[src/rtl/vx_tag_flush_arb_if.sv]
// rtl/vx_tag_flush_arb_if.sv - request/grant bundle between bank queues, flush control and tag stage
// Ports (slave = arbiter side):
//   flush_req/flush_busy/flush_done   flush control
//   lookup_valid/lookup_addr/lookup_ready  core lookup request
//   fill_valid/fill_addr/fill_ready        memory fill request
//   tag_valid/tag_op/tag_addr/tag_ready    tag-store port
interface vx_tag_flush_arb_if #(
  parameter int LINE_ADDR_WIDTH = 26
);
  logic                       flush_req;
  logic                       flush_busy;
  logic                       flush_done;
  logic                       lookup_valid;
  logic [LINE_ADDR_WIDTH-1:0] lookup_addr;
  logic                       lookup_ready;
  logic                       fill_valid;
  logic [LINE_ADDR_WIDTH-1:0] fill_addr;
  logic                       fill_ready;
  logic                       tag_valid;
  logic [1:0]                 tag_op;
  logic [LINE_ADDR_WIDTH-1:0] tag_addr;
  logic                       tag_ready;

  modport master (
    output flush_req, lookup_valid, lookup_addr, fill_valid, fill_addr, tag_ready,
    input  flush_busy, flush_done, lookup_ready, fill_ready, tag_valid, tag_op, tag_addr
  );

  modport slave (
    input  flush_req, lookup_valid, lookup_addr, fill_valid, fill_addr, tag_ready,
    output flush_busy, flush_done, lookup_ready, fill_ready, tag_valid, tag_op, tag_addr
  );
endinterface

[src/rtl/vx_tag_flush_arb.sv]
// rtl/vx_tag_flush_arb.sv - tag-store port scheduler: invalidate walker, fills and lookups
// Ports:
//   clk    clock
//   reset  asynchronous active-high reset
//   bus    vx_tag_flush_arb_if.slave (flush control, lookup/fill requests, tag port)
module vx_tag_flush_arb #(
  parameter int CACHE_SIZE      = 16384,
  parameter int CACHE_LINE_SIZE = 64,
  parameter int NUM_BANKS       = 4,
  parameter int LINE_ADDR_WIDTH = 26,
  parameter int FILL_BURST_MAX  = 4
) (
  input  logic               clk,
  input  logic               reset,
  vx_tag_flush_arb_if.slave  bus
);
  localparam int NUM_LINES        = CACHE_SIZE / (CACHE_LINE_SIZE * NUM_BANKS);
  localparam int LINE_SELECT_BITS = (NUM_LINES > 1) ? $clog2(NUM_LINES) : 1;
  localparam int STREAK_BITS      = $clog2(FILL_BURST_MAX + 1);

  localparam logic [LINE_SELECT_BITS-1:0] LAST_LINE  = LINE_SELECT_BITS'(NUM_LINES - 1);
  localparam logic [STREAK_BITS-1:0]      STREAK_MAX = STREAK_BITS'(FILL_BURST_MAX);

  localparam logic [1:0] OP_LOOKUP = 2'd0;
  localparam logic [1:0] OP_FILL   = 2'd1;
  localparam logic [1:0] OP_INVAL  = 2'd2;

  typedef enum logic [1:0] {
    S_INIT,
    S_FLUSH,
    S_IDLE
  } state_t;

  state_t                      state;
  logic [LINE_SELECT_BITS-1:0] line_cnt;
  logic [STREAK_BITS-1:0]      fill_streak;
  logic                        flush_done_q;
  logic                        lookup_wins;
  logic                        lookup_fire;
  logic                        fill_fire;

  // Fill normally wins; once FILL_BURST_MAX fills have gone by a waiting
  // lookup, the lookup takes the port so it cannot starve.
  always_comb begin
    lookup_wins      = bus.lookup_valid && (!bus.fill_valid || fill_streak == STREAK_MAX);
    bus.tag_valid    = 1'b0;
    bus.tag_op       = OP_LOOKUP;
    bus.tag_addr     = '0;
    bus.lookup_ready = 1'b0;
    bus.fill_ready   = 1'b0;
    case (state)
      S_FLUSH: begin
        bus.tag_valid = 1'b1;
        bus.tag_op    = OP_INVAL;
        bus.tag_addr  = LINE_ADDR_WIDTH'(line_cnt);
      end
      S_IDLE: begin
        if (lookup_wins) begin
          bus.tag_valid    = 1'b1;
          bus.tag_op       = OP_LOOKUP;
          bus.tag_addr     = bus.lookup_addr;
          bus.lookup_ready = bus.tag_ready;
        end else if (bus.fill_valid) begin
          bus.tag_valid  = 1'b1;
          bus.tag_op     = OP_FILL;
          bus.tag_addr   = bus.fill_addr;
          bus.fill_ready = bus.tag_ready;
        end
      end
      default: ;
    endcase
  end

  assign lookup_fire    = bus.lookup_valid && bus.lookup_ready;
  assign fill_fire      = bus.fill_valid && bus.fill_ready;
  assign bus.flush_busy = (state != S_IDLE);
  assign bus.flush_done = flush_done_q;

  always_ff @(posedge clk or posedge reset) begin
    if (reset) begin
      state        <= S_INIT;
      line_cnt     <= '0;
      fill_streak  <= '0;
      flush_done_q <= 1'b0;
    end else begin
      flush_done_q <= 1'b0;
      case (state)
        S_INIT: begin
          state    <= S_FLUSH;
          line_cnt <= '0;
        end
        S_FLUSH: begin
          if (bus.tag_ready) begin
            if (line_cnt == LAST_LINE) begin
              state        <= S_IDLE;
              flush_done_q <= 1'b1;
            end else begin
              line_cnt <= line_cnt + 1'b1;
            end
          end
        end
        S_IDLE: begin
          // Walker requests arriving while busy are dropped, not queued.
          if (bus.flush_req) begin
            state    <= S_FLUSH;
            line_cnt <= '0;
          end
        end
        default: state <= S_INIT;
      endcase

      // Streak only measures fills granted past a lookup that is actually waiting.
      if (!bus.lookup_valid || lookup_fire) begin
        fill_streak <= '0;
      end else if (fill_fire && fill_streak != STREAK_MAX) begin
        fill_streak <= fill_streak + 1'b1;
      end
    end
  end
endmodule

[src/flat_wrapper.sv]
// flat-port wrapper written by rule: the top's interface ports become plain ports
module vx_tag_flush_arb_flat 
#(
  parameter int CACHE_SIZE      = 16384,
  parameter int CACHE_LINE_SIZE = 64,
  parameter int NUM_BANKS       = 4,
  parameter int LINE_ADDR_WIDTH = 26,
  parameter int FILL_BURST_MAX  = 4
)
  (clk, reset, bus_flush_req, bus_lookup_valid, bus_lookup_addr, bus_fill_valid, bus_fill_addr, bus_tag_ready, bus_flush_busy, bus_flush_done, bus_lookup_ready, bus_fill_ready, bus_tag_valid, bus_tag_op, bus_tag_addr);
  vx_tag_flush_arb_if #(.LINE_ADDR_WIDTH(LINE_ADDR_WIDTH)) bus_i ();
  input  logic clk;
  input  logic reset;
  input wire logic [$bits(bus_i.flush_req)-1:0] bus_flush_req;
  input wire logic [$bits(bus_i.lookup_valid)-1:0] bus_lookup_valid;
  input wire logic [$bits(bus_i.lookup_addr)-1:0] bus_lookup_addr;
  input wire logic [$bits(bus_i.fill_valid)-1:0] bus_fill_valid;
  input wire logic [$bits(bus_i.fill_addr)-1:0] bus_fill_addr;
  input wire logic [$bits(bus_i.tag_ready)-1:0] bus_tag_ready;
  output wire logic [$bits(bus_i.flush_busy)-1:0] bus_flush_busy;
  output wire logic [$bits(bus_i.flush_done)-1:0] bus_flush_done;
  output wire logic [$bits(bus_i.lookup_ready)-1:0] bus_lookup_ready;
  output wire logic [$bits(bus_i.fill_ready)-1:0] bus_fill_ready;
  output wire logic [$bits(bus_i.tag_valid)-1:0] bus_tag_valid;
  output wire logic [$bits(bus_i.tag_op)-1:0] bus_tag_op;
  output wire logic [$bits(bus_i.tag_addr)-1:0] bus_tag_addr;
  assign bus_i.flush_req = bus_flush_req;
  assign bus_i.lookup_valid = bus_lookup_valid;
  assign bus_i.lookup_addr = bus_lookup_addr;
  assign bus_i.fill_valid = bus_fill_valid;
  assign bus_i.fill_addr = bus_fill_addr;
  assign bus_i.tag_ready = bus_tag_ready;
  assign bus_flush_busy = bus_i.flush_busy;
  assign bus_flush_done = bus_i.flush_done;
  assign bus_lookup_ready = bus_i.lookup_ready;
  assign bus_fill_ready = bus_i.fill_ready;
  assign bus_tag_valid = bus_i.tag_valid;
  assign bus_tag_op = bus_i.tag_op;
  assign bus_tag_addr = bus_i.tag_addr;
  vx_tag_flush_arb #(.CACHE_SIZE(CACHE_SIZE), .CACHE_LINE_SIZE(CACHE_LINE_SIZE), .NUM_BANKS(NUM_BANKS), .LINE_ADDR_WIDTH(LINE_ADDR_WIDTH), .FILL_BURST_MAX(FILL_BURST_MAX)) u_core (.clk(clk), .reset(reset), .bus(bus_i));
endmodule
[config.mk]
export PLATFORM = sky130hd
export DESIGN_NAME = vx_tag_flush_arb_flat
export DESIGN_NICKNAME = d
export VERILOG_FILES = /design/src/rtl/vx_tag_flush_arb_if.sv /design/src/rtl/vx_tag_flush_arb.sv /design/src/flat_wrapper.sv
export SDC_FILE = /design/constraint.sdc
export NUM_CORES = 1
export LEC_CHECK = 0
export ABC_CLOCK_PERIOD_IN_PS = 2550
export CORE_MARGIN = 4
export CORE_UTILIZATION = 33
export CTS_CLUSTER_SIZE = 10
export DETAILED_ROUTE_END_ITERATION = 8
export HOLD_SLACK_MARGIN = 0.1
export PLACE_DENSITY_LB_ADDON = 0.12
export SLEW_MARGIN = 5
export SYNTH_ARGS = -nofsm -noshare
export SYNTH_HDL_FRONTEND = slang
export SYNTH_SLANG_ARGS = --single-unit
[constraint.sdc]
create_clock -name clk -period 2.55 [get_ports clk]
set_input_delay 0.51 -clock clk [delete_from_list [all_inputs] [get_ports clk]]
set_output_delay 0.51 -clock clk [all_outputs]
set_load 0.05 [all_outputs]
==> reports/metrics.yaml <==
outcome:
  status: "finished, violations left"
  violations: "negative setup slack"
power:
  switching_power_uw: 414.8
  p_per_area_nw_per_um2: 379.3
  peakVddDrop_mv: 0.3892
  internal_power_uw: 603.7
  p_sw_share_pct: 40.73
  power_frac_clock_pct: 15.3
  pwr-share-comb_pct: 59.5
  power.share.sequential_pct: 25.2
  p_total_mw: 1.019
  leakagePower_nw: 1.132
synthesis:
  synth_top_area_share_pct: 26.91
  synthCells: 124
  syn-num-nets: 189
  syn_area_um2: 1116
  yosysTopAreaCell: "dfrtp_1"
  async_reset_ff_share_pct: 100.0
  synth-seq-cells: 12
  yosys_warnings: 0
  synth_top_cells_by_area: "dfrtp_1 27%, a22o_1 16%, ha_1 7.8%"
  synth_cell_types: 39
  synth_edf_count: 0
  synth_area_per_cell_um2: 9.001
  synth-main-ff-cell: "dfrtp_1"
  yosysSeqAreaShare_pct: 26.91
clocking:
  max-clock-path-buffers: 2
  htree_levels: 1
  worstSkewPairLatency_ps: 280
  clockRootBuffer: "clkbuf_4"
  cts_tree: "built"
  cts_buffers: 3
  ctsHoldBuffers: 0
  cts.sink_count: 12
  clk_pin_slew_ps: 80
worst_setup_path:
  cp-endpoint: "bus_tag_addr[1]"
  reg2reg_to: "u_core.line_cnt[2]"
  critPathKind: "reg -> out"
  cp.arrival_ps: 2060
  r2r_cells: 6
  cp-end-kind: "primary output"
  critPathRequiredTime_ps: 2040
  worst-r2r-setup-slack_ps: 470
  startpoint_type: "flop"
  reg2reg_from: "u_core.state[0]"
  cp_max_fo: 8
  critPathLaunch: "u_core.state[1]"
detailed_routing:
  highest_layer: "met4"
  met1Wirelength_um: 2393
  drt_iter0_markers: 128
  drt-total-wl_um: 6274
  wl_per_cell_um: 23.07
  dr_wl_met2_um: 3121
  drt_pre_antenna_iters: 5
  drtAntennaViolNets: 0
  vias: 1546
  drc: 0
  wl_met3_um: 621
  viasPerCell: 5.684
global_routing:
  grt_start_max_net_pins: 19
  grt_pass1_vias: 1510
  grtUsageTotal_pct: 24.94
  grt_antenna_before_repair: 0
  grt_pass1_wl_um: 8204
  overflow: 0
place:
  pre_cts_ws_ps: -388.1
  place_congestion: 0.8928
  placed_cells: 260
  port_buffers: 90
  dp_hpwl_um: 4338
timing:
  clock_skew_ps: 5.316
  finalWorstSetupSlack_ps: -20.85
  post-route-period-util_pct: 100.8
  finalHoldViolCount: 0
  rsz0062_at_grt: "yes"
  slew_headroom_pct: 64.20
  tightest_slew_ps: 537.0
  finalSetupTns_ps: -37.50
  max_freq_ghz: 0.3890
  fin_crit_ps: 2571
  finalSetupViolCount: 3
  slew_viol_final: 0
hold_path:
  hold_class: "in -> async"
final_layout:
  diodes: 0
  fin_util_pct: 85.16
  drive_gt1_share_pct: 34.65
  fin_nets: 294
  instances_no_fill: 272
  areaGrowthSynthToFinish_pct: 140.6
floorplanning:
  start_util_pct: 35.40
  die_w_um: 66.16
  io_pins: 91
  die_area_um2: 4376
  die_y_um: 66.16
  coreArea_um2: 3153
  rows: 20
run:
  drv_cap: 0
==> per-layer routing <==
layer,vias up,track usage (%)
li1,695,-
met5,-,0
met1,739,30.02
met4,0,6.091
met2,96,44.49
met3,16,5.442
==> timing repair <==
item	4_1_cts	5_1_grt
pin swaps	2	4
cloned	2	1
setup buffers	2	3
gates resized for setup	8	14
endpoints found under the setup margin	25	26
==> final cells by class <==
cell class	instances	area [um^2]
repair buffers	104	1389
multi-input cells	101	878.3
fillers	166	467.9
flip-flops and latches	12	300.3
well taps	44	55.05
clock buffers	4	36.28
inverters	7	26.28
==> worst min path at each step <==
stage,to,slack (ps),cells past startpoint
3_5_place_dp,u_core.state[1],560,1
3_3_place_gp,u_core.state[1],540,1
2_1_floorplan,u_core.bus.flush_done,370,1
5_1_grt,u_core.line_cnt[2],560,2
4_1_cts,u_core.line_cnt[5],550,2
6_report,u_core.line_cnt[2],530,2
==> flip-flops by register name, summed over array words and instances (netlist names) <==
register,flops
u_core.bus.flush_done,1
u_core.fill_streak,3
u_core.line_cnt,6
u_core.state,2
==> metrics by stage <==
| stage | cell area [um^2] | hold WS (ps) |
|---|---|---|
| floorplan | 1127 | 374.7 |
| global placement | 2414 | 541.0 |
| detailed placement | 2414 | 558.5 |
| CTS | 2525 | 547.5 |
| global route | 2685 | 560.7 |
| finish | 2685 | 531.7 |
==> worst max-delay path, cell delays in order, from the launching register on <==
cell and delay, ps:
dfrtp_1 400, inv_2 100, ha_4 210, buf_6 130
nand3_4 90, a31oi_4 40, buf_12 150, buf_12 130
a221o_1 360, buf_12 170
==> cells by family after synthesis <==
group           count (synthesis)  share of synthesized area [%]
compound gates                 50                          36.10
fa+ha+maj                       7                          7.847
buf+inv                        12                          5.044
flops                          12                          26.91
mux                             2                          1.906
simple gates                   41                          22.20
==> synthesized netlist by cell type (all sizes together) (2+ instances only) <==
library cell	n
a21oi	3
a221o	7
a22o	21
and2	3
and3	8
buf	4
dfrtp	12
ha	7
inv	7
nand2	8
nand3	3
nor2	7
nor2b	3
nor3	2
o21ai	10
==> layout by cell type, fill, tap and decap left out, types with 2 or more instances in the layout <==
cell type        synthesis  layout
inv_1                    7       5
buf_12                   0      33
ha_1                     7       5
nor2b_1                  2       2
dfrtp_1                 12      12
inv_2                    0       2
buf_4                    0       8
o21ai_0                  9       9
a21oi_1                  3       2
clkdlybuf4s50_1          0      56
a22o_2                   0       8
clkbuf_4                 0       3
a221o_1                  7       7
buf_6                    1       3
and3_1                   8       8
and2_1                   3       3
nor3_1                   2       2
a22o_4                   0       6
nand2_1                  7       7
nand3_1                  3       2
a22o_1                  21       7
nor2_1                   6       6
nor2_4                   0       2
==> power groups by stage <==
| stage | Sequential, mW | Clock (mW) | Combinational [mW] |
|---|---|---|---|
| CTS | 0.253 | 0.156 | 0.578 |
| floorplan | 0.249 | 0 | 0.295 |
| finish | 0.256 | 0.156 | 0.606 |
| detailed placement | 0.261 | 0 | 0.546 |
| global route | 0.260 | 0.167 | 0.637 |
| global placement | 0.255 | 0 | 0.529 |
Note: power is estimated with default switching activity, not from simulation.
